==> config.mk <==
export PLATFORM = sky130hd
export DESIGN_NAME = motoro3_gate_deadtime
export DESIGN_NICKNAME = d
export VERILOG_FILES = /design/src/rtl/motoro3_gate_deadtime.sv
export SDC_FILE = /design/constraint.sdc
export NUM_CORES = 1
export LEC_CHECK = 0
export ABC_CLOCK_PERIOD_IN_PS = 2600
export BUFFER_PORTS_ARGS = -buffer_cell sky130_fd_sc_hd__clkbuf_2
export CAP_MARGIN = 10
export CELL_PAD_IN_SITES_DETAIL_PLACEMENT = 0
export CELL_PAD_IN_SITES_GLOBAL_PLACEMENT = 1
export CORE_MARGIN = 2
export CORE_UTILIZATION = 40
export CTS_CLUSTER_DIAMETER = 150
export DETAILED_ROUTE_END_ITERATION = 8
export GPL_TIMING_DRIVEN = 0
export PLACE_DENSITY_LB_ADDON = 0.1
export RECOVER_POWER = 100
export SYNTH_ARGS = -nofsm -noshare
export SYNTH_HDL_FRONTEND = slang
export SYNTH_SLANG_ARGS = --single-unit
export TNS_END_PERCENT = 1
==> constraint.sdc <==
create_clock -name clk -period 2.6 [get_ports clk]
set_clock_uncertainty 0.05 [all_clocks]
set_input_delay 0.26 -clock clk [delete_from_list [all_inputs] [get_ports clk]]
set_output_delay 0.26 -clock clk [all_outputs]
set_load 0.05 [all_outputs]
==> src/rtl/motoro3_gate_deadtime.sv <==
// Six-switch half-bridge gate driver: per-phase dead-time FSMs plus a latched fault shutdown.
// Optional synchronous rectification of the high-side chop is enabled by MOTORO3_SYNC_RECT_EN.
module motoro3_gate_deadtime #(
    parameter int DEAD_CYC = 20,
    parameter int DW       = 8
) (
    input  logic       clk,
    input  logic       rst,
    input  logic       pwm,
    input  logic       aE,
    input  logic       bE,
    input  logic       cE,
    input  logic       aH1_L0,
    input  logic       bH1_L0,
    input  logic       cH1_L0,
    input  logic [3:0] m3step,
    input  logic       fault,
    input  logic       flt_clr,
    output logic       aHG,
    output logic       aLG,
    output logic       bHG,
    output logic       bLG,
    output logic       cHG,
    output logic       cLG,
    output logic [2:0] dt_active,
    output logic       flt_latched
);

    // ST_HI is the high-side conducting state; with sync rectification it acts as HI_ON.
    typedef enum logic [2:0] {
        ST_OFF   = 3'd0,
        ST_DEAD  = 3'd1,
        ST_HI    = 3'd2,
        ST_LO    = 3'd3
`ifdef MOTORO3_SYNC_RECT_EN
        ,
        ST_HI_DT = 3'd4,
        ST_HI_LS = 3'd5
`endif
    } phase_state_t;

    localparam logic [DW-1:0] DEAD_LOAD = DW'(DEAD_CYC - 1);
    localparam logic [DW-1:0] CNT_ONE   = DW'(1);

    logic       r_flt_latched;
    logic       w_fault_src;
    logic       w_force;
    logic [2:0] w_en;
    logic [2:0] w_hi_sel;
    logic [2:0] w_hg;
    logic [2:0] w_lg;
    logic [2:0] w_dt;

    assign w_fault_src = fault || (m3step == 4'd7);
    assign w_force     = w_fault_src || r_flt_latched;
    assign w_en        = {cE, bE, aE};
    assign w_hi_sel    = {cH1_L0, bH1_L0, aH1_L0};

    // Set has priority, so a clear pulse is ignored while any fault source is still active.
    always_ff @(posedge clk) begin
        if (rst) begin
            r_flt_latched <= 1'b0;
        end else if (w_fault_src) begin
            r_flt_latched <= 1'b1;
        end else if (flt_clr) begin
            r_flt_latched <= 1'b0;
        end
    end

    for (genvar g = 0; g < 3; g++) begin : g_phase
        phase_state_t  r_state;
        phase_state_t  w_state_nxt;
        logic [DW-1:0] r_cnt;
        logic [DW-1:0] w_cnt_nxt;
        logic          r_hg;
        logic          r_lg;
        logic          r_dt;
        logic          w_hg_nxt;
        logic          w_lg_nxt;
        logic          w_dt_nxt;
        logic          w_tgt_on;
        logic          w_tgt_hi;
        logic          w_tgt_lo;
`ifdef MOTORO3_SYNC_RECT_EN
        logic          r_dir;
        logic          w_dir_nxt;
`endif

        assign w_tgt_on = w_en[g];
        assign w_tgt_hi = w_en[g] && w_hi_sel[g];
        assign w_tgt_lo = w_en[g] && !w_hi_sel[g];

        always_comb begin
            // NOTE: every variable driven here gets a default first, so no path can infer a latch.
            w_state_nxt = r_state;
            w_cnt_nxt   = r_cnt;
`ifdef MOTORO3_SYNC_RECT_EN
            w_dir_nxt   = r_dir;
`endif
            case (r_state)
                ST_OFF: begin
                    if (w_tgt_on) begin
                        w_state_nxt = ST_DEAD;
                        w_cnt_nxt   = DEAD_LOAD;
                    end
                end
                ST_DEAD: begin
                    if (!w_tgt_on) begin
                        w_state_nxt = ST_OFF;
                        w_cnt_nxt   = '0;
                    end else if (r_cnt != '0) begin
                        w_cnt_nxt = r_cnt - CNT_ONE;
                    end else if (w_tgt_lo) begin
                        w_state_nxt = ST_LO;
`ifdef MOTORO3_SYNC_RECT_EN
                    end else begin
                        w_state_nxt = pwm ? ST_HI : ST_HI_LS;
                        w_dir_nxt   = pwm;
                    end
`else
                    end else begin
                        w_state_nxt = ST_HI;
                    end
`endif
                end
                ST_HI: begin
                    if (!w_tgt_on) begin
                        w_state_nxt = ST_OFF;
                        w_cnt_nxt   = '0;
                    end else if (w_tgt_lo) begin
                        w_state_nxt = ST_DEAD;
                        w_cnt_nxt   = DEAD_LOAD;
`ifdef MOTORO3_SYNC_RECT_EN
                    end else if (!pwm) begin
                        w_state_nxt = ST_HI_DT;
                        w_cnt_nxt   = DEAD_LOAD;
                        w_dir_nxt   = 1'b0;
`endif
                    end
                end
                ST_LO: begin
                    if (!w_tgt_on) begin
                        w_state_nxt = ST_OFF;
                        w_cnt_nxt   = '0;
                    end else if (w_tgt_hi) begin
                        w_state_nxt = ST_DEAD;
                        w_cnt_nxt   = DEAD_LOAD;
                    end
                end
`ifdef MOTORO3_SYNC_RECT_EN
                ST_HI_DT: begin
                    // r_dir holds the side the gap is heading to; a pwm reversal retargets and restarts it.
                    if (!w_tgt_on) begin
                        w_state_nxt = ST_OFF;
                        w_cnt_nxt   = '0;
                    end else if (w_tgt_lo) begin
                        w_state_nxt = ST_DEAD;
                        w_cnt_nxt   = DEAD_LOAD;
                    end else if (pwm != r_dir) begin
                        w_cnt_nxt = DEAD_LOAD;
                        w_dir_nxt = pwm;
                    end else if (r_cnt != '0) begin
                        w_cnt_nxt = r_cnt - CNT_ONE;
                    end else begin
                        w_state_nxt = r_dir ? ST_HI : ST_HI_LS;
                    end
                end
                ST_HI_LS: begin
                    if (!w_tgt_on) begin
                        w_state_nxt = ST_OFF;
                        w_cnt_nxt   = '0;
                    end else if (w_tgt_lo) begin
                        w_state_nxt = ST_DEAD;
                        w_cnt_nxt   = DEAD_LOAD;
                    end else if (pwm) begin
                        w_state_nxt = ST_HI_DT;
                        w_cnt_nxt   = DEAD_LOAD;
                        w_dir_nxt   = 1'b1;
                    end
                end
`endif
                default: begin
                    w_state_nxt = ST_OFF;
                    w_cnt_nxt   = '0;
                end
            endcase

            if (w_force) begin
                w_state_nxt = ST_OFF;
                w_cnt_nxt   = '0;
            end

`ifdef MOTORO3_SYNC_RECT_EN
            w_hg_nxt = (w_state_nxt == ST_HI);
            w_lg_nxt = (w_state_nxt == ST_LO) || (w_state_nxt == ST_HI_LS);
            w_dt_nxt = (w_state_nxt == ST_DEAD) || (w_state_nxt == ST_HI_DT);
`else
            w_hg_nxt = (w_state_nxt == ST_HI) && pwm;
            w_lg_nxt = (w_state_nxt == ST_LO);
            w_dt_nxt = (w_state_nxt == ST_DEAD);
`endif
        end

        always_ff @(posedge clk) begin
            // NOTE: registered state uses non-blocking assignments so every flop samples pre-edge values.
            if (rst) begin
                r_state <= ST_OFF;
                r_cnt   <= '0;
                r_hg    <= 1'b0;
                r_lg    <= 1'b0;
                r_dt    <= 1'b0;
`ifdef MOTORO3_SYNC_RECT_EN
                r_dir   <= 1'b0;
`endif
            end else begin
                r_state <= w_state_nxt;
                r_cnt   <= w_cnt_nxt;
                r_hg    <= w_hg_nxt;
                r_lg    <= w_lg_nxt;
                r_dt    <= w_dt_nxt;
`ifdef MOTORO3_SYNC_RECT_EN
                r_dir   <= w_dir_nxt;
`endif
            end
        end

        assign w_hg[g] = r_hg;
        assign w_lg[g] = r_lg;
        assign w_dt[g] = r_dt;
    end

    assign aHG         = w_hg[0];
    assign aLG         = w_lg[0];
    assign bHG         = w_hg[1];
    assign bLG         = w_lg[1];
    assign cHG         = w_hg[2];
    assign cLG         = w_lg[2];
    assign dt_active   = w_dt;
    assign flt_latched = r_flt_latched;

endmodule

# [After elaboration in Yosys (flattened, before gate mapping)]
# Index checks and enable logic that the tools add are counted.
[classes] div_mod_pow=0 eq_ne=31 n_addsub=3 shifts=0 mux=56 bitwise_logic=0 magnitude_cmp=0 n_mul=0 n_reduce_logical=25
[op_table] op="8-bit 2-to-1 mux" count=21
[op_table] op="8-bit one-hot mux with 4 select lines" count=3
[op_table] op="3-bit 2-to-1 mux" count=24
[op_table] op="3-bit by 2-bit equality test with 1-bit output (second input constant)" count=12
[op_table] op="3-bit one-hot mux with 4 select lines" count=3
[op_table] op="3-bit != test (second input constant)" count=9
[op_table] op="8-bit nonzero test" count=3
[op_table] op="8-bit by 1-bit subtractor with 8-bit output (second input constant)" count=3
[op_table] op="3-bit by 1-bit equality test with 1-bit output (second input constant)" count=6
[op_table] op="4-bit AND reduction" count=3
[op_table] op="1-bit logical AND" count=9
[op_table] op="3-bit zero test" count=3
[op_table] op="2-bit != test (second input constant)" count=3
[op_table] op="1-bit 2-to-1 mux" count=5
[op_table] op="4-bit by 3-bit equality test with 1-bit output (second input constant)" count=1
[op_table] op="1-bit zero test" count=3
[op_table] op="1-bit logical OR" count=2
[op_table] op="2-bit nonzero test" count=1
[op_table] op="2-bit OR reduction" count=1
[word_totals] latch_bits=0 out_inout_bits=10 word_cells=131 romBits=0 input_bits=15 ram_bits=0 ff_bits=43 n_memories=0

# [Logic depth before layout (Yosys ltp)]
# Gate-level depths: netlist of run 1.
[logic_depth] word_depth=9 depth_mapped=7 mapped_depth_nobuf=6

# [Worst setup path before layout of run 1]
# No wires, ideal clock.
[synth_timing] path_type="register -> register" startpoint="register r_flt_latched (netlist: flt_latched)" endpoint="register g_phase[2].r_cnt[4]" arrival_ns=1.726 period_less_slack_ns=1.864 stages_incl_launch_ff=5 setup_slack_ns=0.736 path_buffers=1 t_required_ns=2.462 setup_ns=0.088 path_cell_list="dfxtp_1 -> or4_1 -> buf_2 -> or3_1 -> o32ai_2"
[synth_between] elab_chain_cells=2
[synth_rtl] element="from (decl)" line_no="45" rtl="logic r_flt_latched;"
[synth_rtl] element="from (signal assigned)" line_no="62" rtl="r_flt_latched <= 1'b0;"
[synth_rtl] element="from (signal assigned)" line_no="64" rtl="r_flt_latched <= 1'b1;"
[synth_rtl] element="from (signal assigned)" line_no="66" rtl="r_flt_latched <= 1'b0;"
[synth_rtl] element="1-bit logical OR" line_no="55" rtl="assign w_force = w_fault_src || r_flt_latched;"
[synth_rtl] element="2-bit OR reduction (no line)"
[synth_rtl] element="to (signal assigned)" line_no="217" rtl="r_cnt <= w_cnt_nxt;"
[synth_rtl] element="to (decl)" line_no="73" rtl="logic [DW-1:0] r_cnt;"
# Every way passes these cells.
# A chain may end at the register's enable or synchronous reset.

# [Worst setup path in the final report of run 1]
[layout_timing] startpoint="register g_phase[0].r_cnt[0]" endpoint="register g_phase[0].r_cnt[1]"
[layout_between] elab_chain_cells=4 word_cells_on_any_way=7 cone_classes="1 x add/sub; 1 x eq/ne; 3 x mux; 2 x reduce/logical"
[layout_rtl] element="from (decl)" line_no="73"
[layout_rtl] element="from (signal assigned)" line_no="217"
[layout_rtl] element="8-bit by 1-bit subtractor with 8-bit output" line_no="112" rtl="w_cnt_nxt = r_cnt - CNT_ONE;"
[layout_rtl] element="8-bit 2-to-1 mux" line_no="111" rtl="end else if (r_cnt != '0) begin"
[layout_rtl] element="8-bit 2-to-1 mux" line_no="108" rtl="if (!w_tgt_on) begin"
[layout_rtl] element="8-bit one-hot mux with 4 select lines" line_no="100" rtl="case (r_state)"
# Parallel ways exist; a longest one is shown, timed or not. The select of a mux whose other input is x is not followed.

==> results of run 1 <==
[cell usage in the layout (no fill, tap or decap), types with 7 or more instances in the layout]
cell / synthesis / layout
nand2b_1: 7 / 7
nand3_1: 11 / 11
nor2b_1: 8 / 8
nand3b_1: 7 / 7
clkbuf_1: 3 / 15
nand2_1: 12 / 12
clkbuf_2: 0 / 14
o21ai_0: 8 / 8
dfxtp_1: 43 / 43
inv_1: 11 / 11
or4_1: 13 / 13
nor2_1: 11 / 11
a21oi_1: 22 / 22
nor3_1: 16 / 17
[routing by layer]
| layer | GRT usage [%] | up-vias |
|---|---|---|
| met5 | 0 | - |
| met4 | 6.17 | 0 |
| met3 | 3.59 | 8 |
| met2 | 27.0 | 38 |
| met1 | 25.5 | 1000 |
| li1 | - | 1131 |
[per-stage QoR]
step | instances | cell area [sq um] | total power [W] | utilization [%]
4_1_cts | 386 | 2790 | 0.00143 | 47.2
3_5_place_dp | 378 | 2680 | 0.000896 | 45.3
2_1_floorplan | 279 | 2470 | 0.000842 | -
5_1_grt | 386 | 2750 | 0.00148 | 46.4
6_report | 386 | 2750 | 0.00141 | 46.4
3_3_place_gp | 378 | 2680 | 0.000897 | 45.3
[Yosys cell counts (all sizes together) (3+ instances only)]
library cell / instances
dfxtp: 43
a21oi: 22
nor3: 17
or4: 13
nand2: 12
inv: 11
nand3: 11
nor2: 11
o21ai: 11
buf: 9
nor2b: 8
nand2b: 7
nand3b: 7
a311oi: 6
ha: 6
nor4: 6
o31ai: 6
o21a: 5
a211o: 4
a31oi: 4
and3: 4
nor3b: 4
xnor2: 4
clkbuf: 3
mux2i: 3
nand4: 3
nor4bb: 3
o211ai: 3
o32ai: 3
[power breakdown]
group          leakage, nW  switching [W]  total, W  internal [W]
Combinational        0.638       0.000112  0.000190     0.0000786
Sequential           0.349      0.0000166  0.000689      0.000672
Clock               0.0581       0.000246  0.000532      0.000286
[area by class of cell]
class                           count  area share [%]
Buffer                             12            2.23
Inverter                           11            1.50
Clock buffer                        5            2.50
Clock inverter                      3            1.59
Timing Repair Buffer               24            3.91
Tap cell                           75            3.41
Sequential cell                    43            31.3
Multi-Input combinational cell    213            53.5
[worst max-delay path: cells and delay by family (launching register included)]
family / cells / cell delay (ps)
buffers and inverters: 1 / 100
AOI/OAI and AO/OA: 1 / 250
and+or+nand+nor: 3 / 1220
adders and majority gates: 1 / 160
DFF: 1 / 350
[worst paths after layout]
check                            from             endpoint  slack, ps  cells past startpoint
setup / recovery  g_phase[0].r_cnt[0]  g_phase[0].r_cnt[1]        370                      6
setup reg to reg  g_phase[0].r_cnt[0]  g_phase[0].r_cnt[1]        370                      6
hold reg to reg   g_phase[0].r_cnt[6]  g_phase[0].r_cnt[6]        440                      2
hold / removal                 bH1_L0                  bLG        110                      2
[state kept, by name, indices dropped and copies added (netlist names)]
register and cells:
g_phase.r_cnt 24, aHG 1, g_phase.r_state 9, aLG 1, cHG 1, cLG 1, g_phase.r_dt 3, bLG 1
flt_latched 1, bHG 1
[cell families after synthesis]
kind of cell	share of synthesized area, %
compound gates	21.5
xor+xnor	1.42
fa+ha+maj	3.05
buf+inv	4.53
flops	35.0
mux	1.22
other cells	0.153
simple gates	33.1
==> results by group, run 1 <==
Detailed routing
  – Wl on met1: 2.95 mm
  – Met3 wire len: roughly 220 um
  – Routed len/inst: 14.5 um
  – DRT iter0 DRCs: 63
  – Max layer used: met4
  – Drt pass-1 iters: 5
  – Antenna Nets Post-Route: 0
  – Vias/cell: 5.64
  – Vias: 2177
  – DRT Wirelength: 5.59 mm
  – Metal2 WL: 2.32 mm
  – Drc violations: 0

Global routing
  – Grt ovf: 0
  – GRT Total Usage: 18.0%
  – Vias in the first global route: between 1500 and 2000
  – Initial antenna violation count: 0
  – Largest net degree at the start of global routing: 15
  – First-pass GRT wire length: 9.43 mm

Placed design
  – Dpl ws: 488 ps
  – Post-DP HPWL: about 4.1 mm
  – PortBufs: 24
  – GP Congestion: 0.844

Worst setup path
  – Worst Setup End Kind: flip-flop
  – Setup crit start kind: flip-flop
  – CP cell instances: inv_1 -> ha_1 -> or3b_2 -> nor3_1 -> nor2_1 -> a311oi_1
  – Crit-path max FO: 6
  – Crit path required time: 2760 ps
  – Crit path kind: reg2reg
  – CP max stage cell: nor3_1
  – Worst EP arrival: around 2400 ps
  – CP peak stage delay: 590 ps

Synthesis
  – Main flop type after synthesis: dfxtp_1
  – Flops & latches, synth: 43
  – Yosys warning count: 0
  – Seq/Total Area, Yosys: between 30% and 40%
  – Cell count after synthesis: 277
  – Post-synth EDFFs: 0
  – Area share of the leading cell type in the synthesized netlist: 35.0%
  – Post-synth ARST share: 0%
  – Cell variety after synth: between 60 and 70
  – Synthesized cell area: 2460 sq um
  – Ranking of synthesized cells by area: dfxtp_1, a21oi_1, or4_1
  – Syn Area/Cell: 8.88 sq um
  – Cell accounting for the most synthesized area: dfxtp_1

Floorplanning
  – Num rows: 28
  – Initial core utilization: 41.5%
  – Core area: roughly 5900 sq um
  – Overall die height: slightly above 80 um
  – Die Footprint: 6790 sq um
  – Number of top-level pins: 25
  – DIE WIDTH: around 80 um

Finish
  – Final Net Count: 331
  – Share of layout cells above drive strength 1: 12.9%
  – Ant diodes: 0
  – Fillers: ~600
  – Register Area: 861 sq um
  – P&R area growth vs syn: 11.9%
  – Multi-input logic area: 1470 sq um

STA
  – Final setup vio count: 0
  – RSZ-0062 raised after global routing: false
  – Hold WS: approximately 110 ps
  – Worst Max-Slew Pin Slew: 861 ps
  – Final min period: 2230 ps
  – Max-Slew Margin vs Limit: 42.1%
  – Final hold viol count: 0
  – Setup TNS: 0 ps
  – Max Clock Freq: roughly 0.45 GHz
  – Pins Over Slew Limit: 0
  – Final worst slack: 375 ps
  – Period utilisation layout: a little under nine tenths

Clock network
  – Root Buffer: clkbuf_8
  – Hold-fix buffers, CTS: 0
  – CTS buffer count: 5
  – Htree depth: 2
  – # Post-CTS Setup Buffers: 0
  – Clock sinks: between 40 and 50
  – Post-cts sizing count: 0
  – Max clock buf depth: 2
  – Clk slew on worst S/H paths: 90 ps
  – TritonCTS clock tree: yes
  – Clock latency on the worst-skew pair: 300 ps

Power
  – Worst VDD drop: between 0.0002 and 0.00025 V
  – Pleak: about 1.0 nW
  – Power Dens Cells: 513 nW/um^2

Worst hold path
  – Min-delay worst type: in2reg

Flow run
  – Total of max-cap violations: 0

Status
  – Status: complete, no violations
No activity file was read; power rests on OpenSTA's default activity.
==> run 2: changes to the inputs <==
PLACE_DENSITY = 0.81   (was unset)
PLACE_DENSITY_LB_ADDON = unset   (was 0.1)
==> results by group, run 2 (synthesized netlist as in run 1, its figures left out) <==
Status
  – Status: complete, no violations

STA
  – Pins Over Slew Limit: 0
  – Max Clock Freq: around 0.45 GHz
  – Final min period: 2230 ps
  – RSZ-0062 raised after global routing: false
  – Max-Slew Margin vs Limit: 33.6%
  – Final hold viol count: 0
  – Final setup vio count: 0
  – Setup TNS: 0 ps
  – Worst Max-Slew Pin Slew: 988 ps
  – Period utilisation layout: between 80 and 90%

Worst setup path
  – Crit path kind: reg2reg
  – Worst Setup End Kind: flip-flop
  – Worst EP arrival: 2350 ps
  – CP cell instances: inv_1 -> ha_1 -> nor3b_1 -> nand4_1 -> a2111oi_0
  – CP peak stage delay: 550 ps
  – Setup crit start kind: flip-flop
  – CP max stage cell: a2111oi_0
  – Crit-path max FO: 6
  – Crit path required time: approximately 2700 ps

Power
  – Worst VDD drop: 0.000202 V
  – Power Dens Cells: 513 nW/um^2
  – Pleak: approximately 1.0 nW

Detailed routing
  – Drt pass-1 iters: 4
  – Antenna Nets Post-Route: 0
  – Drc violations: 0
  – DRT Wirelength: 5.61 mm
  – DRT iter0 DRCs: 116
  – Vias: 2213
  – Vias/cell: 5.73
  – Routed len/inst: 14.5 um

Clock network
  – Post-cts sizing count: 0
  – Root Buffer: clkbuf_8
  – Htree depth: 2
  – Clock latency on the worst-skew pair: 300 ps
  – CTS buffer count: 5
  – # Post-CTS Setup Buffers: 0
  – Clk slew on worst S/H paths: 90 ps
  – Hold-fix buffers, CTS: 0
  – Max clock buf depth: 2
  – TritonCTS clock tree: yes
  – Clock sinks: 43

Placed design
  – GP Congestion: 0.756
  – PortBufs: 24
  – Cell Area, Placed: 2680 sq um
  – Placed cells: roughly 380
  – Post-DP HPWL: 4.12 mm

Global routing
  – GRT Total Usage: roughly 18%
  – Initial antenna violation count: 0
  – Vias in the first global route: approximately 2000
  – Largest net degree at the start of global routing: 15
  – Grt ovf: 0
  – First-pass GRT wire length: 9.45 mm

Finish
  – Fillers: about 620
  – Commonest non-fill, non-tap cell in the layout: dfxtp_1
  – Post-route cell area: 2750 sq um
  – Largest register FFs: 24
  – Cell Count, Final, Fillers Out: between 300 and 400
  – P&R area growth vs syn: 11.9%
  – Largest regs: g_phase.r_cnt: 24 flops, g_phase.r_state: 9 flops, g_phase.r_dt: 3 flops
  – Ant diodes: 0
  – Most flops, register: g_phase.r_cnt
  – Share of layout cells above drive strength 1: 12.9%
  – Final Net Count: 331
  – Most frequent cells in the layout: dfxtp_1, a21oi_1, nor3_1

Floorplanning
  – DIE WIDTH: 82.4 um
  – Core area: 5920 sq um
  – Die Footprint: 6790 sq um
  – Overall die height: 82.4 um
  – Initial core utilization: 41.5%
  – Number of top-level pins: 25
  – Num rows: 28

Worst hold path
  – Min-delay worst type: in2reg

Flow run
  – Total of max-cap violations: 0
## run 2: cell type report
cell class | instances | area [sq um] | area share (%)
flip-flops and latches | 43 | 861 | 31.3
plain buffers | 12 | 61.3 | 2.23
repair buffers | 24 | 108 | 3.91
well taps | 75 | 93.8 | 3.41
clock inverters | 3 | 43.8 | 1.59
clock buffers | 5 | 68.8 | 2.50
multi-input cells | 213 | 1470 | 53.5
inverters | 11 | 41.3 | 1.50
## run 2: worst paths after layout
kind / startpoint / endpoint / slack, ps / cells past startpoint
min: rst / flt_latched / 100 / 2
min reg2reg: g_phase[0].r_cnt[6] / g_phase[0].r_cnt[6] / 440 / 2
max: g_phase[2].r_cnt[0] / cLG / 370 / 5
max reg2reg: g_phase[2].r_cnt[0] / cLG / 370 / 5
## run 2: stage by stage
step / util, % / hold WS, ps / total power, W / setup slack [ps]
2_1_floorplan: - / 282 / 0.000842 / 736
3_3_place_gp: 45.3 / 414 / 0.000894 / 504
3_5_place_dp: 45.3 / 418 / 0.000895 / 519
4_1_cts: 47.2 / 94.2 / 0.00143 / 469
5_1_grt: 46.4 / 93.2 / 0.00148 / 205
6_report: 46.4 / 98.4 / 0.00141 / 370
## run 2: where the power goes
group          switching (W)  internal, W  total [W]
Sequential         0.0000165     0.000672   0.000689
Clock               0.000247     0.000286   0.000533
Combinational       0.000112    0.0000785   0.000190
Total               0.000375      0.00104    0.00141
## run 2: layer usage
| layer | wire, um | vias to the layer above | global-route usage [%] | part of all wire, % |
|---|---|---|---|---|
| met5 | 0 | - | 0 | 0 |
| met4 | 100 | 0 | 7.00 | 1.8 |
| met3 | 236 | 8 | 4.02 | 4.2 |
| met2 | 2480 | 46 | 27.5 | 44 |
| met1 | 2790 | 1035 | 24.7 | 50 |
| li1 | - | 1124 | - | - |
## run 2: worst max-delay path: cells and delay by family, from the launching register on
kind | cells | cell delay, ps
DFF | 1 | 370
AOI/OAI and AO/OA | 1 | 550
adders and majority gates | 1 | 150
buffers and inverters | 1 | 100
and+or+nand+nor | 2 | 880
==> run 3: changes to the inputs <==
RECOVER_POWER = 25   (was 100)
==> results by group, run 3 (synthesized netlist as in run 1, its figures left out) <==
Status
  – Status: complete, no violations

STA
  – Max Clock Freq: 0.470 GHz
  – Setup TNS: 0 ps
  – Final min period: around 2100 ps
  – Max-Slew Margin vs Limit: 35.2%
  – Hold WS: 101 ps
  – Final setup vio count: 0
  – Final worst slack: 472 ps
  – RSZ-0062 raised after global routing: false
  – Worst Max-Slew Pin Slew: a little under 1000 ps
  – Period utilisation layout: between 80% and 90%
  – Pins Over Slew Limit: 0
  – Final hold viol count: 0

Global routing
  – GRT Total Usage: 18.0%
  – Initial antenna violation count: 0
  – Vias in the first global route: 1985
  – Grt ovf: 0
  – First-pass GRT wire length: 9.45 mm
  – Largest net degree at the start of global routing: 15

Worst hold path
  – Min-delay src: rst
  – Worst hold stages: 2
  – WHS Endpoint: flt_latched
  – Min-delay worst type: in2reg

Finish
  – Ant diodes: 0
  – Largest register FFs: 24
  – P&R area growth vs syn: 13.0%
  – Most flops, register: g_phase.r_cnt
  – Finished Core Util: between 40% and 50%
  – Most frequent cells in the layout: dfxtp_1, a21oi_1, nor3_1
  – Commonest non-fill, non-tap cell in the layout: dfxtp_1
  – Share of layout cells above drive strength 1: 14.1%
  – Largest regs: g_phase.r_cnt: 24 flops, g_phase.r_state: 9 flops, g_phase.r_dt: 3 flops
  – Final Net Count: 331

Power
  – Worst VDD drop: between 0.00015 and 0.0002 V
  – Combinational power share: 13.5%
  – Switching share of power: 26.7%
  – Internal: 0.00104 W
  – Pwr Total: 0.00141 W
  – Power Dens Cells: roughly 500 nW/um^2
  – Clock power share: 37.8%
  – Pleak: around 1.1 nW
  – Sw power: 0.000377 W
  – Register share of total power: 48.7%

Placed design
  – Dpl ws: 519 ps
  – PortBufs: 24
  – GP Congestion: 0.756
  – Post-DP HPWL: 4.12 mm

Worst setup path
  – Setup crit start kind: flip-flop
  – CP cell instances: inv_1 -> ha_1 -> nor3b_1 -> nand4_2 -> a2111oi_1
  – Worst-case reg-to-reg path depth: 5
  – CP max stage cell: nor3b_1
  – Worst path bufs/invs: 1
  – Crit path required time: 2730 ps
  – Worst Setup End Kind: flip-flop
  – FF-to-FF End: cLG
  – Crit-path max FO: 6
  – Worst EP arrival: 2260 ps
  – CP delay by family, top: simple AND/OR/NAND/NOR gates
  – Worst reg2reg path startpoint: g_phase[2].r_cnt[0]
  – CP peak stage delay: 530 ps
  – Register-to-register setup slack: approximately 470 ps
  – Crit path kind: reg2reg

Floorplanning
  – Initial core utilization: 41.5%
  – DIE WIDTH: 82.4 um
  – Num rows: 28
  – Die Footprint: 6790 sq um
  – Number of top-level pins: 25
  – Overall die height: 82.4 um
  – Core area: just under 6000 sq um

Clock network
  – Htree depth: 2
  – Root Buffer: clkbuf_8
  – Max clock buf depth: 2
  – CTS buffer count: 5
  – Clock sinks: 43
  – Clock latency on the worst-skew pair: 300 ps
  – Hold-fix buffers, CTS: 0
  – # Post-CTS Setup Buffers: 0
  – Post-cts sizing count: 0
  – Clk slew on worst S/H paths: 90 ps
  – TritonCTS clock tree: yes

Detailed routing
  – Antenna Nets Post-Route: 0
  – Routed len/inst: 14.5 um
  – DRT Wirelength: 5.59 mm
  – Vias: around 2200
  – Vias/cell: 5.70
  – Drc violations: 0
  – Drt pass-1 iters: 4
  – DRT iter0 DRCs: 120

Flow run
  – Total of max-cap violations: 0
[run 3: power groups by stage]
| stage | Sequential (W) | Clock [W] | Combinational [W] |
|---|---|---|---|
| after detailed placement | 0.000704 | 0 | 0.000192 |
| after floorplan | 0.000704 | 0 | 0.000138 |
| after CTS | 0.000688 | 0.000546 | 0.000193 |
| after global routing | 0.000692 | 0.000576 | 0.000215 |
| final | 0.000689 | 0.000534 | 0.000192 |
| after global placement | 0.000704 | 0 | 0.000191 |
[run 3: layout make-up]
class                   count  area [sq um]
repair buffers             24           108
well taps                  75          93.8
plain buffers              12          68.8
fillers                   611          3140
multi-input cells         213          1490
clock buffers               5          68.8
inverters                  11          41.3
clock inverters             3          43.8
flip-flops and latches     43           861
[run 3: through the flow]
stage / instance area (sq um) / cells
after CTS: 2790 / 386
after detailed placement: 2680 / 378
after global placement: 2680 / 378
final: 2780 / 386
after global routing: 2780 / 386
after floorplan: 2470 / 279
[run 3: worst max path at each step]
stage                                      to  cells past startpoint  slack, ps                start
after floorplan           g_phase[2].r_cnt[4]                      4        740          flt_latched
after global placement    g_phase[2].r_cnt[4]                      7        500  g_phase[2].r_cnt[0]
after detailed placement  g_phase[2].r_cnt[4]                      7        520  g_phase[2].r_cnt[0]
after CTS                                 cLG                      5        470  g_phase[2].r_cnt[0]
after global routing      g_phase[2].r_cnt[4]                      7        280  g_phase[2].r_cnt[0]
final                                     cLG                      5        470  g_phase[2].r_cnt[0]
[run 3: routing by layer]
| layer | GRT usage (%) | share of wire, % |
|---|---|---|
| met5 | 0 | 0 |
| met4 | 7.00 | 1.1 |
| met3 | 4.02 | 4.0 |
| met2 | 27.5 | 45 |
| met1 | 24.7 | 50 |
